<file path="src/rtl/scancode_decoder_if.sv">
`default_nettype none
// ============================================================================
// Module      : scancode_decoder_if
// Description : Byte-in / key-event-out bundle between the PS/2 bit receiver,
//               the scan-code decoder and the keyboard-to-control logic.
// Revision    : 1.0 - initial release
// ============================================================================
interface scancode_decoder_if;
  logic [7:0] din;        // received byte, valid only with din_new
  logic       din_new;    // 1-cycle strobe: new byte on din
  logic [8:0] key_code;   // {extended, code} of the last completed event
  logic       make;       // 1-cycle pulse: key pressed
  logic       brk;        // 1-cycle pulse: key released
  logic       seq_error;  // 1-cycle pulse: partial sequence aborted

  // Byte producer side (receiver / testbench)
  modport master (
    output din, din_new,
    input  key_code, make, brk, seq_error
  );

  // Decoder side
  modport slave (
    input  din, din_new,
    output key_code, make, brk, seq_error
  );
endinterface
`default_nettype wire

</file>
<file path="src/rtl/scancode_decoder.sv">
`default_nettype none
// ============================================================================
// Module      : scancode_decoder
// Description : Assembles PS/2 Set-2 scan-code sequences (plain, E0, F0,
//               E0 F0) into single make/break key events with a 9-bit code.
//               Partial sequences are aborted on illegal bytes or when the
//               gap between bytes exceeds TIMEOUT_CYCLES.
// Revision    : 1.0 - initial release
// ============================================================================
module scancode_decoder #(
  parameter int TIMEOUT_CYCLES = 2_500_000,
  parameter int CNT_W          = 22
) (
  input  wire logic          clk,
  input  wire logic          resetN,
  scancode_decoder_if.slave  bus
);

  localparam logic [1:0] c_IDLE    = 2'd0;
  localparam logic [1:0] c_EXT     = 2'd1;
  localparam logic [1:0] c_BRK     = 2'd2;
  localparam logic [1:0] c_EXT_BRK = 2'd3;

  localparam logic [CNT_W-1:0] c_TERM = CNT_W'(TIMEOUT_CYCLES - 1);
  localparam logic [CNT_W-1:0] c_ONE  = CNT_W'(1);

  logic [1:0]       r_state;
  logic [1:0]       w_state_nxt;
  logic [CNT_W-1:0] r_cnt;
  logic [8:0]       r_key_code;
  logic             r_make;
  logic             r_brk;
  logic             r_seq_error;
  logic [8:0]       w_key_code_nxt;
  logic             w_make_nxt;
  logic             w_brk_nxt;
  logic             w_seq_error_nxt;

  // Byte classification of the incoming byte
  logic w_is_e0;
  logic w_is_f0;
  logic w_is_disc;
  logic w_is_code;
  logic w_timeout;

  assign w_is_e0   = (bus.din == 8'hE0);
  assign w_is_f0   = (bus.din == 8'hF0);
  assign w_is_disc = (bus.din == 8'h00) || (bus.din == 8'hAA) ||
                     (bus.din == 8'hE1) || (bus.din == 8'hEE) ||
                     (bus.din == 8'hFA) || (bus.din == 8'hFE) ||
                     (bus.din == 8'hFF);
  assign w_is_code = !(w_is_e0 || w_is_f0 || w_is_disc);

  // A byte arriving on the terminal count wins over the timeout
  assign w_timeout = (r_state != c_IDLE) && !bus.din_new && (r_cnt == c_TERM);

  // State and registered outputs
  always_ff @(posedge clk or negedge resetN) begin
    if (!resetN) begin
      r_state     <= c_IDLE;
      r_key_code  <= 9'h000;
      r_make      <= 1'b0;
      r_brk       <= 1'b0;
      r_seq_error <= 1'b0;
    end else begin
      r_state     <= w_state_nxt;
      r_key_code  <= w_key_code_nxt;
      r_make      <= w_make_nxt;
      r_brk       <= w_brk_nxt;
      r_seq_error <= w_seq_error_nxt;
    end
  end

  // Inter-byte gap counter: only runs while a sequence is pending
  always_ff @(posedge clk or negedge resetN) begin
    if (!resetN) begin
      r_cnt <= '0;
    end else if (bus.din_new || (r_state == c_IDLE) || w_timeout) begin
      r_cnt <= '0;
    end else begin
      r_cnt <= r_cnt + c_ONE;
    end
  end

  // Next-state decision on each received byte or on timeout
  always_comb begin
    w_state_nxt = r_state;
    if (bus.din_new) begin
      case (r_state)
        c_IDLE: begin
          if (w_is_e0)      w_state_nxt = c_EXT;
          else if (w_is_f0) w_state_nxt = c_BRK;
          else              w_state_nxt = c_IDLE;
        end
        c_EXT: begin
          if (w_is_f0)      w_state_nxt = c_EXT_BRK;
          else if (w_is_e0) w_state_nxt = c_EXT;
          else              w_state_nxt = c_IDLE;
        end
        default:            w_state_nxt = c_IDLE;
      endcase
    end else if (w_timeout) begin
      w_state_nxt = c_IDLE;
    end
  end

  // Event pulses and key code for the completed or aborted sequence
  always_comb begin
    w_key_code_nxt  = r_key_code;
    w_make_nxt      = 1'b0;
    w_brk_nxt       = 1'b0;
    w_seq_error_nxt = 1'b0;
    if (bus.din_new) begin
      case (r_state)
        c_IDLE: begin
          if (w_is_code) begin
            w_make_nxt     = 1'b1;
            w_key_code_nxt = {1'b0, bus.din};
          end
        end
        c_EXT: begin
          if (w_is_code) begin
            w_make_nxt     = 1'b1;
            w_key_code_nxt = {1'b1, bus.din};
          end else if (w_is_disc) begin
            w_seq_error_nxt = 1'b1;
          end
        end
        c_BRK: begin
          if (w_is_code) begin
            w_brk_nxt      = 1'b1;
            w_key_code_nxt = {1'b0, bus.din};
          end else begin
            w_seq_error_nxt = 1'b1;
          end
        end
        default: begin
          if (w_is_code) begin
            w_brk_nxt      = 1'b1;
            w_key_code_nxt = {1'b1, bus.din};
          end else begin
            w_seq_error_nxt = 1'b1;
          end
        end
      endcase
    end else if (w_timeout) begin
      w_seq_error_nxt = 1'b1;
    end
  end

  assign bus.key_code  = r_key_code;
  assign bus.make      = r_make;
  assign bus.brk       = r_brk;
  assign bus.seq_error = r_seq_error;

endmodule
`default_nettype wire
</file>
<file path="src/flat_wrapper.sv">
// flat-port wrapper written by rule: the top's interface ports become plain ports
module scancode_decoder_flat 
#(
  parameter int TIMEOUT_CYCLES = 2_500_000,
  parameter int CNT_W          = 22
)
  (clk, resetN, bus_din, bus_din_new, bus_key_code, bus_make, bus_brk, bus_seq_error);
  scancode_decoder_if bus_i ();
  input  wire logic clk;
  input  wire logic resetN;
  input wire logic [$bits(bus_i.din)-1:0] bus_din;
  input wire logic [$bits(bus_i.din_new)-1:0] bus_din_new;
  output wire logic [$bits(bus_i.key_code)-1:0] bus_key_code;
  output wire logic [$bits(bus_i.make)-1:0] bus_make;
  output wire logic [$bits(bus_i.brk)-1:0] bus_brk;
  output wire logic [$bits(bus_i.seq_error)-1:0] bus_seq_error;
  assign bus_i.din = bus_din;
  assign bus_i.din_new = bus_din_new;
  assign bus_key_code = bus_i.key_code;
  assign bus_make = bus_i.make;
  assign bus_brk = bus_i.brk;
  assign bus_seq_error = bus_i.seq_error;
  scancode_decoder #(.TIMEOUT_CYCLES(TIMEOUT_CYCLES), .CNT_W(CNT_W)) u_core (.clk(clk), .resetN(resetN), .bus(bus_i));
endmodule
</file>
<file path="config.mk">
export PLATFORM = sky130hd
export DESIGN_NAME = scancode_decoder_flat
export DESIGN_NICKNAME = d
export VERILOG_FILES = /design/src/rtl/scancode_decoder_if.sv /design/src/rtl/scancode_decoder.sv /design/src/flat_wrapper.sv
export SDC_FILE = /design/constraint.sdc
export NUM_CORES = 1
export LEC_CHECK = 0
export BUFFER_PORTS_ARGS = -buffer_cell sky130_fd_sc_hd__buf_2
export CAP_MARGIN = 10
export CORE_ASPECT_RATIO = 1.4
export CORE_MARGIN = 1.5
export CORE_UTILIZATION = 30
export CTS_CLUSTER_SIZE = 28
export DETAILED_ROUTE_END_ITERATION = 8
export GPL_ROUTABILITY_DRIVEN = 1
export PLACE_DENSITY = 0.54
export SLEW_MARGIN = 20
export SYNTH_ARGS = -nofsm -noshare
export SYNTH_HDL_FRONTEND = slang
export SYNTH_SLANG_ARGS = --single-unit
</file>
<file path="constraint.sdc">
create_clock -name clk -period 3.06 [get_ports clk]
set_input_delay 0.612 -clock clk [delete_from_list [all_inputs] [get_ports clk]]
set_output_delay 0.612 -clock clk [all_outputs]
set_load 0.02 [all_outputs]
</file>
Word level (Yosys, flattened, before mapping)
Cells that the tools add are included.

storage, ports and cells
  word-level logic and storage cells = 61
  bits in registers = 36
  memories kept = 0
  output and inout bits = 12
  memory bits (writable) = 0
  bits in read-only memories = 0
  bits in latches = 0
  input port bits = 11

cells by class
  shifts and indexed selects = 0
  divide/modulo/power cells = 0
  magnitude comparators = 0
  $mul = 0
  equal/unequal tests = 11
  $add $sub $neg = 1
  bitwise operators = 1
  reduce and logical (&&, ||, !) cells = 20
  mux-type cells = 22

operators by type and width
  operator                                                               count
  8-bit equality test, second input constant                             8
  9-bit 2-to-1 mux                                                       3
  22-bit by 1-bit adder with 22-bit output, second input constant        1
  22-bit equality test, second input constant                            1
  22-bit 2-to-1 mux                                                      1
  1-bit 2-to-1 mux                                                       11
  1-bit logical OR                                                       10
  2-bit 2-to-1 mux                                                       5
  8-bit logical NOT                                                      1
  2-bit one-hot mux with 2 select lines                                  1
  2-bit nonzero test                                                     2
  2-bit OR reduction                                                     2
  2-bit by 1-bit equality test with 1-bit output, second input constant  1
  2-bit equality test, second input constant                             1
  1-bit logical AND                                                      2
  2-bit logical NOT                                                      1
  1-bit one-hot mux with 2 select lines                                  1
  2-bit AND reduction                                                    1
  1-bit logical NOT                                                      1
  1-bit inverter                                                         1

Logic depth before layout (Yosys ltp)
Gate-level depths: netlist of run 1.

  word-level depth = 11
  gate-level depth with buffers = 7
  mapped depth without buffers = 6

Worst setup path after synthesis of run 1
OpenSTA, ideal clock, no wires.

  path type = in2reg
  start = input bus_din[3]
  end = register u_core.r_key_code[0] (netlist: u_core.bus.key_code[0])
  path buffers = 1
  stages = 6
  setup time = 0.125 ns
  slack = 1.051 ns
  arrival = 1.884 ns
  cell sequence = and4_1 o21ai_1 o311ai_1 or3_4 buf_6 mux2_4

between the ends
  word-level cells in the longest chain between the ends = 10
  elaborated cells on any way between the ends = 19
  those cells by class = eq/ne: 8; bitwise: 1; reduce/logical: 10

ends and longest elaborated chain
  what                                                      RTL line                text
  start: declaration                                        flat_wrapper.sv:11      input wire logic [$bits(bus_i.din)-1:0] bus_din;
  8-bit equality test or 8-bit logical NOT (tied branches)  scancode_decoder.sv:48  assign w_is_disc = (bus.din == 8'h00) || (bus.din == 8'hAA) ||
  1-bit logical OR (2 in a row)                             scancode_decoder.sv:48
  1-bit logical OR (2 in a row)                             scancode_decoder.sv:49  (bus.din == 8'hE1) || (bus.din == 8'hEE) ||
  1-bit logical OR (2 in a row)                             scancode_decoder.sv:50  (bus.din == 8'hFA) || (bus.din == 8'hFE) ||
  1-bit logical OR *                                        scancode_decoder.sv:52  assign w_is_code = !(w_is_e0 || w_is_f0 || w_is_disc);
  1-bit inverter (no source line) *                         n/a
  2-bit AND reduction (no source line) *                    n/a
  end signal: assignment                                    scancode_decoder.sv:67  r_key_code <= w_key_code_nxt;
  end: declaration                                          scancode_decoder.sv:30  logic [8:0] r_key_code;

Every way passes the cells marked *; elsewhere a longest branch is shown, timed or not.
A chain may end at the register's enable or synchronous reset.

Worst setup path in the final report of run 1
  start = register u_core.r_cnt[0]
  end = register u_core.r_cnt[2]

between the ends
  word-level cells in the longest chain between the ends = 4
  elaborated cells on any way between the ends = 5
  those cells by class = add/sub: 1; eq/ne: 1; mux: 1; reduce/logical: 2

ends and longest elaborated chain
  what                                                                                              RTL line                text
  start: declaration                                                                                scancode_decoder.sv:29  logic [CNT_W-1:0] r_cnt;
  start signal: assignment                                                                          scancode_decoder.sv:81  r_cnt <= r_cnt + c_ONE;
  parallel branches: the longest is 3 deep, another holds 22-bit by 1-bit adder with 22-bit output  n/a
  22-bit 2-to-1 mux *                                                                               scancode_decoder.sv:78  end else if (bus.din_new || (r_state == c_IDLE) || w_timeout) begin

Mark *: on every way between the ends.

==> summary.md, run 1 <==
| Metric | Value |
|---|---|
| Status | `finished clean` |
| Placed Area | `1910 um2` |
| Synth cell types | `35` |
| Leak Pwr | `0.857 nW` |
| Vias in the first global route | `1,281` |
| Initial antenna violation count | `0` |
| CP Max Fanout | `21` |
| Setup Skew | `0.00515 ns` |
| Hold Path Class | `in2async` |
| Final wirelength | `3.37 mm` |
| Synth Cell Area | `1740 um2` |
| Synth warnings | `0` |
| Post-CTS Setup Inserts | `0` |
| Global-route wire length before repair | `5.84 mm` |
| Post-synthesis mux area share | `6.71%` |
| Worst setup SP type | `flop` |
| Cell chain of the critical path | `ha_1 -> nand4_2 -> or4_1 -> nor3_2 -> or3_1 -> buf_4 -> nor2_1` |
| Fin area | `2020 um2` |
| Post-synth top area cell | `dfrtp_1` |
| Max-Cap Viols | `0` |
| Count of final setup violators | `0` |
| Rows | `32` |
| Final period utilization | `70.0%` |
| Clk_lat worst skew | `0.29 ns` |
| Final net count | `201` |
| Core ar. | `5570 um2` |
| Total track usage | `12.5%` |
| Post-CTS resize count | `0` |
| Worst slew margin | `47.2%` |
| Synthesized Nets | `174` |
| R2r startpoint | `u_core.r_cnt[0]` |
| Slowest cell delay on critical path | `0.53 ns` |
| DPL Wire Length | `2.41 mm` |
| Synthesized instance count | `162` |
| Grt total ovfl | `0` |
| Fin cells | `258` |
| Worst path top cell family by delay | `simple AND/OR/NAND/NOR gates` |
| H-tree depth | `2` |
| Peak supply drop | `0.000204 V` |
| Main combinational cell family by area after synthesis | `simple AND/OR/NAND/NOR gates` |
| Detail Route Antenna Nets | `0` |
| Final TNS setup | `0 ns` |
| Simple-gate share of the synthesized area | `24.7%` |
| CTS sink cnt | `36` |
| DRT Pass-1 Iters | `4` |
| Via count | `1,277` |
| Top-area cell type share of the netlist area | `51.9%` |
| Initial core utilization | `31.2%` |
| Commonest cells after routing, fill and taps aside | `dfrtp_1 (36), nor2_1 (31), buf_2 (22), xor2_1 (12), nand3_1 (11)` |
| Slowest-stage cell, CP | `or4_1` |
| Drt drc | `0` |
| CP arrival | `2.31 ns` |
| Largest net degree at the start of global routing | `37` |
| Clk buf depth | `2` |
| Placed Cells | `250` |
| Worst endpoint required time | `3.23 ns` |
| Buffers on Ports | `22` |
| Fmax | `0.467 GHz` |
| Synth area leaders | `dfrtp_1 (52%), nor2_1 (6.7%), mux2_4 (6.1%)` |
| Synth Area in XOR/XNOR | `10.1%` |
| Share of cells above drive strength 1 | `23.2%` |
| Crit path buf inv count | `1` |
| Die area | `6260 um2` |
| Avg Cell Area, Syn | `10.7 um2` |
| Pwr Total | `0.994 mW` |
| Max Slew Vio Count | `0` |
| Crit path time final | `2.14 ns` |
| Vias per cell | `4.95` |
| Die Height | `93.0 um` |
| Layout area overhead | `16.6%` |
| Hold buffers post-CTS | `0` |
| Critical path endpoint category | `flop` |
| Sequential-to-total area share from yosys stat | `51.9%` |
| Clock transition at the registers of the reported paths | `0.07 ns` |
| Util after Layout | `36.4%` |
| Worst r2r path cells | `7` |
| Kind of critical path | `reg2reg` |
| Complex-gate fraction of the synthesized area | `3.03%` |
| Power Density | `491 nW/um2` |
| Total CTS buffers | `5` |
| CTS tree | `yes` |
| Worst R2R End | `u_core.r_cnt[2]` |
| Root Driver | `clkbuf_8` |
| Commonest non-fill, non-tap cell in the layout | `dfrtp_1` |
| RD Place Congestion | `0.720` |
| R2R setup slack | `0.92 ns` |
| Antenna cells | `0` |
| Top Ports | `23` |
| Flops & latches, synth | `36` |
| Die Span X | `67.3 um` |
| WL per Instance | `13.0 um` |
| Worst Max-Slew Pin Slew | `0.791 ns` |
| First-iteration detailed-routing DRC count | `46` |
| Adder-Cell Fraction of Synth Area | `0.721%` |
| Unrepaired setup endpoints after global routing | `no` |
| Hold Vio Cnt, Final | `0` |
-- layer usage --
metal	vias to the layer above	part of all wire (%)	GRT usage, %
met3	5	4.0	3.85
met4	0	0.98	4.08
met1	628	43	15.0
met5	-	0	0
li1	618	-	-
met2	26	52	20.9
-- cell type report --
class | instances | area, um2
clock buffer | 5 | 68.8
clock inverter | 3 | 42.5
fill | 550 | 3540
timing repair buffer | 23 | 118
inverter | 6 | 22.5
multi-input combinational | 117 | 786
sequential | 36 | 901
tap | 68 | 85.1
-- power breakdown --
group,total (mW),switching (mW),internal [mW]
logic,0.0824,0.0492,0.0332
clock network,0.417,0.176,0.241
registers,0.495,0.00665,0.488
total,0.994,0.231,0.762
-- cell families after synthesis --
| group | Yosys count |
|---|---|
| and+or+nand+nor | 80 |
| adders and majority gates | 1 |
| buffers and inverters | 9 |
| muxes | 8 |
| DFF | 36 |
| AOI/OAI and AO/OA | 8 |
| xor gates and xnor gates | 20 |
-- cells in the mapped netlist, drive strengths merged --
| library cell | n |
|---|---|
| nor3 | 6 |
| a21o | 1 |
| and4b | 1 |
| a211oi | 1 |
| ha | 1 |
| xor2 | 12 |
| nor4bb | 1 |
| a21oi | 3 |
| or4 | 1 |
| or2 | 1 |
| and2 | 1 |
| o32ai | 1 |
| o21ai | 1 |
| nor2b | 1 |
| nand2 | 8 |
| nand4 | 6 |
| and3 | 1 |
| or3 | 2 |
| and4 | 3 |
| nor2 | 31 |
| mux2 | 8 |
| dfrtp | 36 |
| inv | 6 |
| nand3 | 11 |
| o311ai | 1 |
| buf | 3 |
| xnor2 | 8 |
| nor4b | 1 |
| nor4 | 5 |
-- worst reg2reg max path: stages (launching register included) --
cell,delay (ns)
dfrtp_1,0.40
ha_1,0.24
nand4_2,0.19
or4_1,0.53
nor3_2,0.20
or3_1,0.14
buf_4,0.23
nor2_1,0.09
-- registers in the layout (all words and copies together) (netlist names) --
signal,cells
u_core.bus.brk,1
u_core.bus.key_code,9
u_core.bus.make,1
u_core.bus.seq_error,1
u_core.r_cnt,22
u_core.r_state,2
-- how the worst max path moves through the flow --
stage                          startpoint  cells after the start                     end
final                     u_core.r_cnt[0]                      7         u_core.r_cnt[2]
after global routing      u_core.r_cnt[0]                      7         u_core.r_cnt[2]
after CTS                 u_core.r_cnt[0]                      7         u_core.r_cnt[2]
after detailed placement       bus_din[3]                      6  u_core.bus.key_code[7]
after global placement         bus_din[1]                      5  u_core.bus.key_code[7]
after floorplan                bus_din[3]                      6  u_core.bus.key_code[0]
-- per-stage QoR --
step | setup slack, ns | hold slack, ns
final | 0.917 | 0.405
after global routing | 0.703 | 0.480
after CTS | 0.888 | 0.440
after detailed placement | 0.863 | 0.488
after global placement | 0.874 | 0.473
after floorplan | 1.05 | 0.316
No activity file was read; power rests on OpenSTA's default activity.
==> run 2, diff against run 1 <==
--- a/config.mk
+++ b/config.mk
@@ -5,6 +5,7 @@
 export SDC_FILE = /design/constraint.sdc
 export NUM_CORES = 1
 export LEC_CHECK = 0
+export ABC_AREA = 1
 export BUFFER_PORTS_ARGS = -buffer_cell sky130_fd_sc_hd__buf_2
 export CAP_MARGIN = 10
 export CORE_ASPECT_RATIO = 1.4
@@ -13,7 +14,7 @@
 export CTS_CLUSTER_SIZE = 28
 export DETAILED_ROUTE_END_ITERATION = 8
 export GPL_ROUTABILITY_DRIVEN = 1
-export PLACE_DENSITY = 0.54
+export PLACE_DENSITY = 0.55
 export SLEW_MARGIN = 20
 export SYNTH_ARGS = -nofsm -noshare
 export SYNTH_HDL_FRONTEND = slang
==> constraint.sdc (replaced) <==
create_clock -name clk -period 1.84 [get_ports clk]
set_input_delay 0.368 -clock clk [delete_from_list [all_inputs] [get_ports clk]]
set_output_delay 0.368 -clock clk [all_outputs]
set_load 0.02 [all_outputs]
==> run 2 against run 1 <==
  * First-iteration DRC count increased by 140%
  * Sequential share of layout area decreased by 7.2 points
  * Power increased by 58%
  * Combinational power increased by 75%
  * Sequential cell count unchanged
  * Via count increased by 48%
  * Synthesized cell count increased by 83%
  * Setup slack got worse by 0.72 ns
  * Clock skew increased by 0.0087 ns
  * Die area increased by 20%
  * Clock power increased by 46%
  * Sequential power increased by 66%
  * Largest power group unchanged
==> summary.md, run 2 <==
| Metric | Value |
|---|---|
| DPL Wire Length | `3.70 mm (+53%)` |
| Clock transition at the registers of the reported paths | `0.08 ns (about the same)` |
| Total track usage | `14.6% (+2.2 points)` |
| Met2 wire len | `2.54 mm (+45%)` |
| WL per Instance | `11.4 um (-12%)` |
| Commonest cells after routing, fill and taps aside | `nand2_1 (94), nor2_1 (68), dfrtp_1 (36), inv_1 (29), buf_2 (22)` |
| Max Slew Vio Count | `0 (unchanged)` |
| CP arrival | `1.83 ns (-0.48 ns)` |
| Grt total ovfl | `0 (unchanged)` |
| WL met3 | `142 um (+4.4%)` |
| Worst slew margin | `68.6% (+21 points)` |
| Max-Cap Viols | `0 (unchanged)` |
| Die Height | `102 um (+9.4%)` |
| Antenna cells | `0 (unchanged)` |
| Clk_lat worst skew | `0.30 ns (about the same)` |
| Pwr Total | `1.57 mW (+58%)` |
| Post-synth top area cell | `dfrtp_1` |
| Clk buf depth | `2 (unchanged)` |
| Total CTS buffers | `5 (unchanged)` |
| Die area | `7480 um2 (+20%)` |
| Kind of critical path | `reg2reg` |
| Comb pwr share | `9.2% (+0.9 points)` |
| Layout area overhead | `15.6%` |
| Hold Path Class | `in2async` |
| Post-CTS resize count | `0 (unchanged)` |
| Synth warnings | `0 (unchanged)` |
| Unrepaired setup endpoints after global routing | `no` |
| Commonest non-fill, non-tap cell in the layout | `nand2_1` |
| Clock network power share | `38.8% (-3.1 points)` |
| Share of cells above drive strength 1 | `14.4% (-8.7 points)` |
| Psw | `0.414 mW (+79%)` |
| Setup Skew | `0.0139 ns (+0.00871 ns)` |
| Core ar. | `6660 um2 (+20%)` |
| Most common cell in the netlist | `nand2_1` |
| Avg Cell Area, Syn | `7.06 um2 (-34%)` |
| H-tree depth | `2 (unchanged)` |
| Die Span X | `73.5 um (+9.3%)` |
| CTS tree | `yes` |
| Final net count | `337 (+68%)` |
| Largest net degree at the start of global routing | `37 (unchanged)` |
| Detail Route Antenna Nets | `0 (unchanged)` |
| Sequential-to-total area share from yosys stat | `43.1% (-8.8 points)` |
| Peak supply drop | `0.000289 V (+42%)` |
| Synth area leaders | `dfrtp_1 (43%), nand2_1 (17%), nor2_1 (12%)` |
| Synth cell types | `21 (-40%)` |
| CP Max Fanout | `8 (-62%)` |
| Post-CTS Setup Inserts | `0 (unchanged)` |
| Leak Pwr | `1.09 nW (+27%)` |
| Count of final setup violators | `0 (unchanged)` |
| Hold Vio Cnt, Final | `0 (unchanged)` |
| Top-area cell type share of the netlist area | `43.1% (-8.8 points)` |
| Crit path from | `u_core.r_cnt[0]` |
| Power Density | `652 nW/um2 (+33%)` |
| Synthesized Nets | `308 (+77%)` |
| Post-synth EDFFs | `0 (unchanged)` |
| Fmax | `0.607 GHz (+30%)` |
| Sequential share of power | `52.1% (+2.3 points)` |
| Worst endpoint required time | `2.02 ns (-1.21 ns)` |
| Max reg flops | `22 (unchanged)` |
| CTS sink cnt | `36 (unchanged)` |
| First-iteration detailed-routing DRC count | `109 (+140%)` |
| Ys async rst share | `100% (unchanged)` |
| Placed Area | `2320 um2 (+21%)` |
| R2r startpoint | `u_core.r_cnt[0]` |
| List of most frequent post-synthesis cells | `nand2_1 (94), nor2_1 (68), dfrtp_1 (36), inv_1 (29), nand3_1 (17)` |
| Final wirelength | `4.78 mm (+42%)` |
| Prevailing post-synth register cell | `dfrtp_1` |
| Drt drc | `0 (unchanged)` |
| Final hold slack | `0.0996 ns (-0.305 ns)` |
| Met1 Wirelength | `1.99 mm (+38%)` |
| Root Driver | `clkbuf_8` |
| Top reg by flops | `u_core.r_cnt` |
| Rows | `35 (+9.4%)` |
| Synth Cell Area | `2090 um2 (+20%)` |
| Global-route wire length before repair | `8.43 mm (+44%)` |
| Worst setup SP type | `flop` |
| Synthesized instance count | `296 (+83%)` |
| Final TNS setup | `0 ns (unchanged)` |
| Initial antenna violation count | `0 (unchanged)` |
| Buffers on Ports | `22 (unchanged)` |
| Worst Max-Slew Pin Slew | `0.471 ns (-0.321 ns)` |
| Fillers | `728 (+32%)` |
| Flops & latches, synth | `36 (unchanged)` |
| Final period utilization | `89.5% (+19 points)` |
| Worst r2r path cells | `9 (+2)` |
| Net Sw Frac | `26.3% (+3.0 points)` |
| Int Power | `1.16 mW (+52%)` |
| Hold buffers post-CTS | `0 (unchanged)` |
| Top layer in use | `met4` |
| Via count | `1,893 (+48%)` |
| Top Ports | `23 (unchanged)` |
| Util after Layout | `36.3% (-0.075 points)` |
| Vias per cell | `4.53 (-8.5%)` |
| Fin area | `2410 um2 (+19%)` |
| Initial core utilization | `31.4% (+0.21 points)` |
| Vias in the first global route | `1,863 (+45%)` |
| DRT Pass-1 Iters | `4 (unchanged)` |
| Status | `finished clean` |
| RD Place Congestion | `0.860 (+20%)` |
| Critical path endpoint category | `flop` |
| Crit path time final | `1.65 ns (-0.496 ns)` |
==> run 2: worst paths after layout <==
path,slack [ns],endpoint
max,0.19,u_core.r_cnt[12]
min in group clk,0.35,u_core.r_state[0]
max in group asynchronous,1.40,u_core.r_cnt[6]
min,0.1,u_core.r_cnt[20]
min reg2reg,0.48,u_core.bus.key_code[1]
max reg2reg,0.19,u_core.r_cnt[12]
==> run 2: logic make-up after synthesis <==
group / share of synthesized area, %
compound gates: 1.20
buf+inv: 7.60
fa+ha+maj: 0.599
flops: 43.1
simple gates: 43.3
xor+xnor: 4.19
==> run 2: area by class of cell <==
class	instances	area, um2	share of cell area (%)
Inverter	30	113	4.66
Sequential cell	36	901	37.3
Clock inverter	2	13.8	0.570
Multi-Input combinational cell	225	1030	42.6
Tap cell	92	115	4.77
Timing Repair Buffer	27	160	6.63
Clock buffer	6	82.6	3.42
==> run 2: power groups by stage <==
stage | logic (mW) | clock network [mW] | registers (mW)
2_1_floorplan | 0.0565 | 0 | 0.861
3_5_place_dp | 0.147 | 0 | 0.836
3_3_place_gp | 0.147 | 0 | 0.836
5_1_grt | 0.164 | 0.672 | 0.823
6_report | 0.144 | 0.610 | 0.820
4_1_cts | 0.147 | 0.646 | 0.821
==> run 2: per-stage QoR <==
stage / setup WS, ns / cells
2_1_floorplan: 0.393 / 296
3_3_place_gp: 0.263 / 410
6_report: 0.193 / 418
5_1_grt: 0.0249 / 418
3_5_place_dp: 0.208 / 410
4_1_cts: 0.182 / 418
==> run 2: worst max-delay path, cell delays in order, from the launching register on <==
cell     delay [ns]
dfrtp_1        0.42
ha_1           0.26
nand2_1        0.14
nor2_2         0.16
inv_2          0.06
nor2_2         0.09
nand2_1        0.09
nand2_2        0.10
buf_4          0.16
nor2_1         0.05
==> run 2: routing by layer <==
layer | up-vias | track usage, %
li1 | 983 | -
met3 | 12 | 2.89
met2 | 28 | 25.6
met1 | 870 | 16.8
met4 | 0 | 6.84
met5 | - | 0
==> run 3, diff against run 2 <==
--- a/config.mk
+++ b/config.mk
@@ -5,7 +5,6 @@
 export SDC_FILE = /design/constraint.sdc
 export NUM_CORES = 1
 export LEC_CHECK = 0
-export ABC_AREA = 1
 export BUFFER_PORTS_ARGS = -buffer_cell sky130_fd_sc_hd__buf_2
 export CAP_MARGIN = 10
 export CORE_ASPECT_RATIO = 1.4
@@ -14,7 +13,7 @@
 export CTS_CLUSTER_SIZE = 28
 export DETAILED_ROUTE_END_ITERATION = 8
 export GPL_ROUTABILITY_DRIVEN = 1
-export PLACE_DENSITY = 0.55
+export PLACE_DENSITY = 0.56
 export SLEW_MARGIN = 20
 export SYNTH_ARGS = -nofsm -noshare
 export SYNTH_HDL_FRONTEND = slang
==> run 3 against run 2 <==
  * Sequential power increased by 0.6%
  * Global-route usage fell by 1.6 points
  * Sequential share of layout area increased by 2.4 points
  * Cell area fell by 6.0%
  * Clock skew down 0.0085 ns
  * Utilization is 4.5 points higher
  * Register-to-register slack worse by 0.16 ns
  * Count of clock-buffer cells in the layout is the same
  * Hold slack got worse by 0.065 ns
  * Clock power decreased by 15%
==> summary.md, run 3 (synthesis results as in run 1) <==
| Metric | Value |
|---|---|
| Total track usage | `13.0% (-1.6 points)` |
| R2R setup slack | `0.03 ns (-0.16 ns)` |
| Pwr Total | `1.50 mW (-4.4%)` |
| CTS tree | `yes` |
| Hold Path Class | `in2async` |
| WL met3 | `121 um (-15%)` |
| Max reg flops | `22 (unchanged)` |
| Layout area overhead | `30.9%` |
| H-tree depth | `2 (unchanged)` |
| Die Span X | `67.3 um (-8.5%)` |
| Share of cells above drive strength 1 | `33.3% (+19 points)` |
| Power Density | `663 nW/um2 (+1.6%)` |
| Psw | `0.361 mW (-13%)` |
| Unrepaired setup endpoints after global routing | `yes` |
| Top layer in use | `met4` |
| Largest net degree at the start of global routing | `22 (-41%)` |
| Fin area | `2270 um2 (-6.0%)` |
| Clk buf depth | `2 (unchanged)` |
| Top reg by flops | `u_core.r_cnt` |
| Final hold slack | `0.0347 ns (-0.0650 ns)` |
| Detail Route Antenna Nets | `0 (unchanged)` |
| Count of final setup violators | `0 (unchanged)` |
| Worst Max-Slew Pin Slew | `0.482 ns (+0.0113 ns)` |
| Grt total ovfl | `0 (unchanged)` |
| Clock transition at the registers of the reported paths | `0.07 ns (about the same)` |
| Sequential share of power | `54.8% (+2.7 points)` |
| Die area | `6260 um2 (-16%)` |
| Placed Area | `2140 um2 (-7.9%)` |
| Critical path endpoint category | `flop` |
| R2r startpoint | `u_core.r_cnt[0]` |
| Pre-CTS WS | `-0.0643 ns (-0.272 ns)` |
| Peak supply drop | `0.000315 V (+8.9%)` |
| Worst setup SP type | `flop` |
| Top Ports | `23 (unchanged)` |
| Total CTS buffers | `5 (unchanged)` |
| Global-route wire length before repair | `6.22 mm (-26%)` |
| WL per Instance | `12.5 um (+9.3%)` |
| Antenna cells | `0 (unchanged)` |
| Worst endpoint required time | `2.02 ns (about the same)` |
| Buffers on Ports | `22 (unchanged)` |
| Clock network power share | `34.5% (-4.3 points)` |
| First-iteration detailed-routing DRC count | `65 (-40%)` |
| Met1 Wirelength | `1.57 mm (-21%)` |
| Fmax | `0.554 GHz (-8.8%)` |
| Leak Pwr | `1.03 nW (-5.7%)` |
| Setup Skew | `0.00535 ns (-0.00851 ns)` |
| DRT Pass-1 Iters | `4 (unchanged)` |
| Worst r2r path cells | `7 (-2)` |
| Final TNS setup | `0 ns (unchanged)` |
| CTS sink cnt | `36 (unchanged)` |
| Commonest cells after routing, fill and taps aside | `dfrtp_1 (36), nor2_1 (31), buf_4 (25), buf_2 (22), xor2_1 (12)` |
| Hold buffers post-CTS | `0 (unchanged)` |
| Core ar. | `5570 um2 (-16%)` |
| Die Height | `93.0 um (-8.6%)` |
| Worst R2R End | `u_core.r_cnt[17]` |
| Met2 wire len | `1.80 mm (-29%)` |
| Initial antenna violation count | `0 (unchanged)` |
| Hold Vio Cnt, Final | `0 (unchanged)` |
| Drt drc | `0 (unchanged)` |
| Int Power | `1.14 mW (-1.5%)` |
| CP Max Fanout | `10 (+2)` |
| Vias in the first global route | `1,388 (-25%)` |
| Crit path time final | `1.81 ns (+0.159 ns)` |
| Vias per cell | `4.67 (+3.2%)` |
| Via count | `1,327 (-30%)` |
| Final period utilization | `98.2% (+8.7 points)` |
| Rows | `32 (-8.6%)` |
| Commonest non-fill, non-tap cell in the layout | `dfrtp_1` |
| DPL Wire Length | `2.54 mm (-31%)` |
| Worst slew margin | `67.9% (-0.76 points)` |
| Kind of critical path | `reg2reg` |
| Clk_lat worst skew | `0.28 ns (-0.02 ns)` |
| Net Sw Frac | `24.0% (-2.3 points)` |
| Fin cells | `284 (-32%)` |
| Final worst slack | `0.0336 ns (-0.159 ns)` |
| Max Slew Vio Count | `0 (unchanged)` |
| RD Place Congestion | `0.812 (-5.6%)` |
| Comb pwr share | `10.7% (+1.5 points)` |
| CP arrival | `1.98 ns (+0.15 ns)` |
| Final net count | `228 (-32%)` |
| Root Driver | `clkbuf_8` |
| Max-Cap Viols | `0 (unchanged)` |
| Status | `finished clean` |
| Initial core utilization | `31.2% (-0.21 points)` |
| Util after Layout | `40.8% (+4.5 points)` |
| Final wirelength | `3.55 mm (-26%)` |
| Placed Cells | `275 (-33%)` |
run 3: power by group through the flow:
| stage | clock network, mW | registers [mW] | logic [mW] |
|---|---|---|---|
| final | 0.519 | 0.825 | 0.161 |
| after global placement | 0 | 0.839 | 0.161 |
| after CTS | 0.552 | 0.824 | 0.164 |
| after floorplan | 0 | 0.865 | 0.0501 |
| after detailed placement | 0 | 0.838 | 0.164 |
| after global routing | 0.579 | 0.827 | 0.175 |
run 3: area by class of cell:
| cell class | instances | area [um2] |
|---|---|---|
| clock buffers | 6 | 72.6 |
| clock inverters | 1 | 5.00 |
| fillers | 548 | 3290 |
| inverters | 6 | 22.5 |
| multi-input cells | 117 | 822 |
| flip-flops and latches | 36 | 901 |
| well taps | 68 | 85.1 |
| repair buffers | 50 | 363 |
run 3: repair_timing:
item	in CTS	in global routing
resized for setup	3	1
setup buffers	0	1
cloned	0	1
pin swaps	0	5
endpoints found under the setup margin	21	23
run 3: layer usage:
layer	up-vias	GRT usage, %
met5	-	0
met4	0	5.27
met3	6	3.49
met2	27	21.1
met1	625	16.1
li1	669	-
run 3: worst max path at each step:
stage | from | to
detailed placement | bus_din[3] | u_core.bus.key_code[7]
global placement | bus_din[5] | u_core.bus.key_code[7]
CTS | u_core.r_cnt[0] | u_core.r_cnt[20]
global route | u_core.r_cnt[0] | u_core.r_cnt[2]
finish | u_core.r_cnt[0] | u_core.r_cnt[17]
floorplan | u_core.r_cnt[0] | u_core.r_cnt[14]
run 3: worst max-delay path, cell delays in order (launching register included):
cell and delay [ns]:
dfrtp_1 0.40, ha_4 0.17, nand4_4 0.10, or4_4 0.44, nor3_4 0.20, or3_4 0.18, clkbuf_16 0.15, nor2_1 0.05
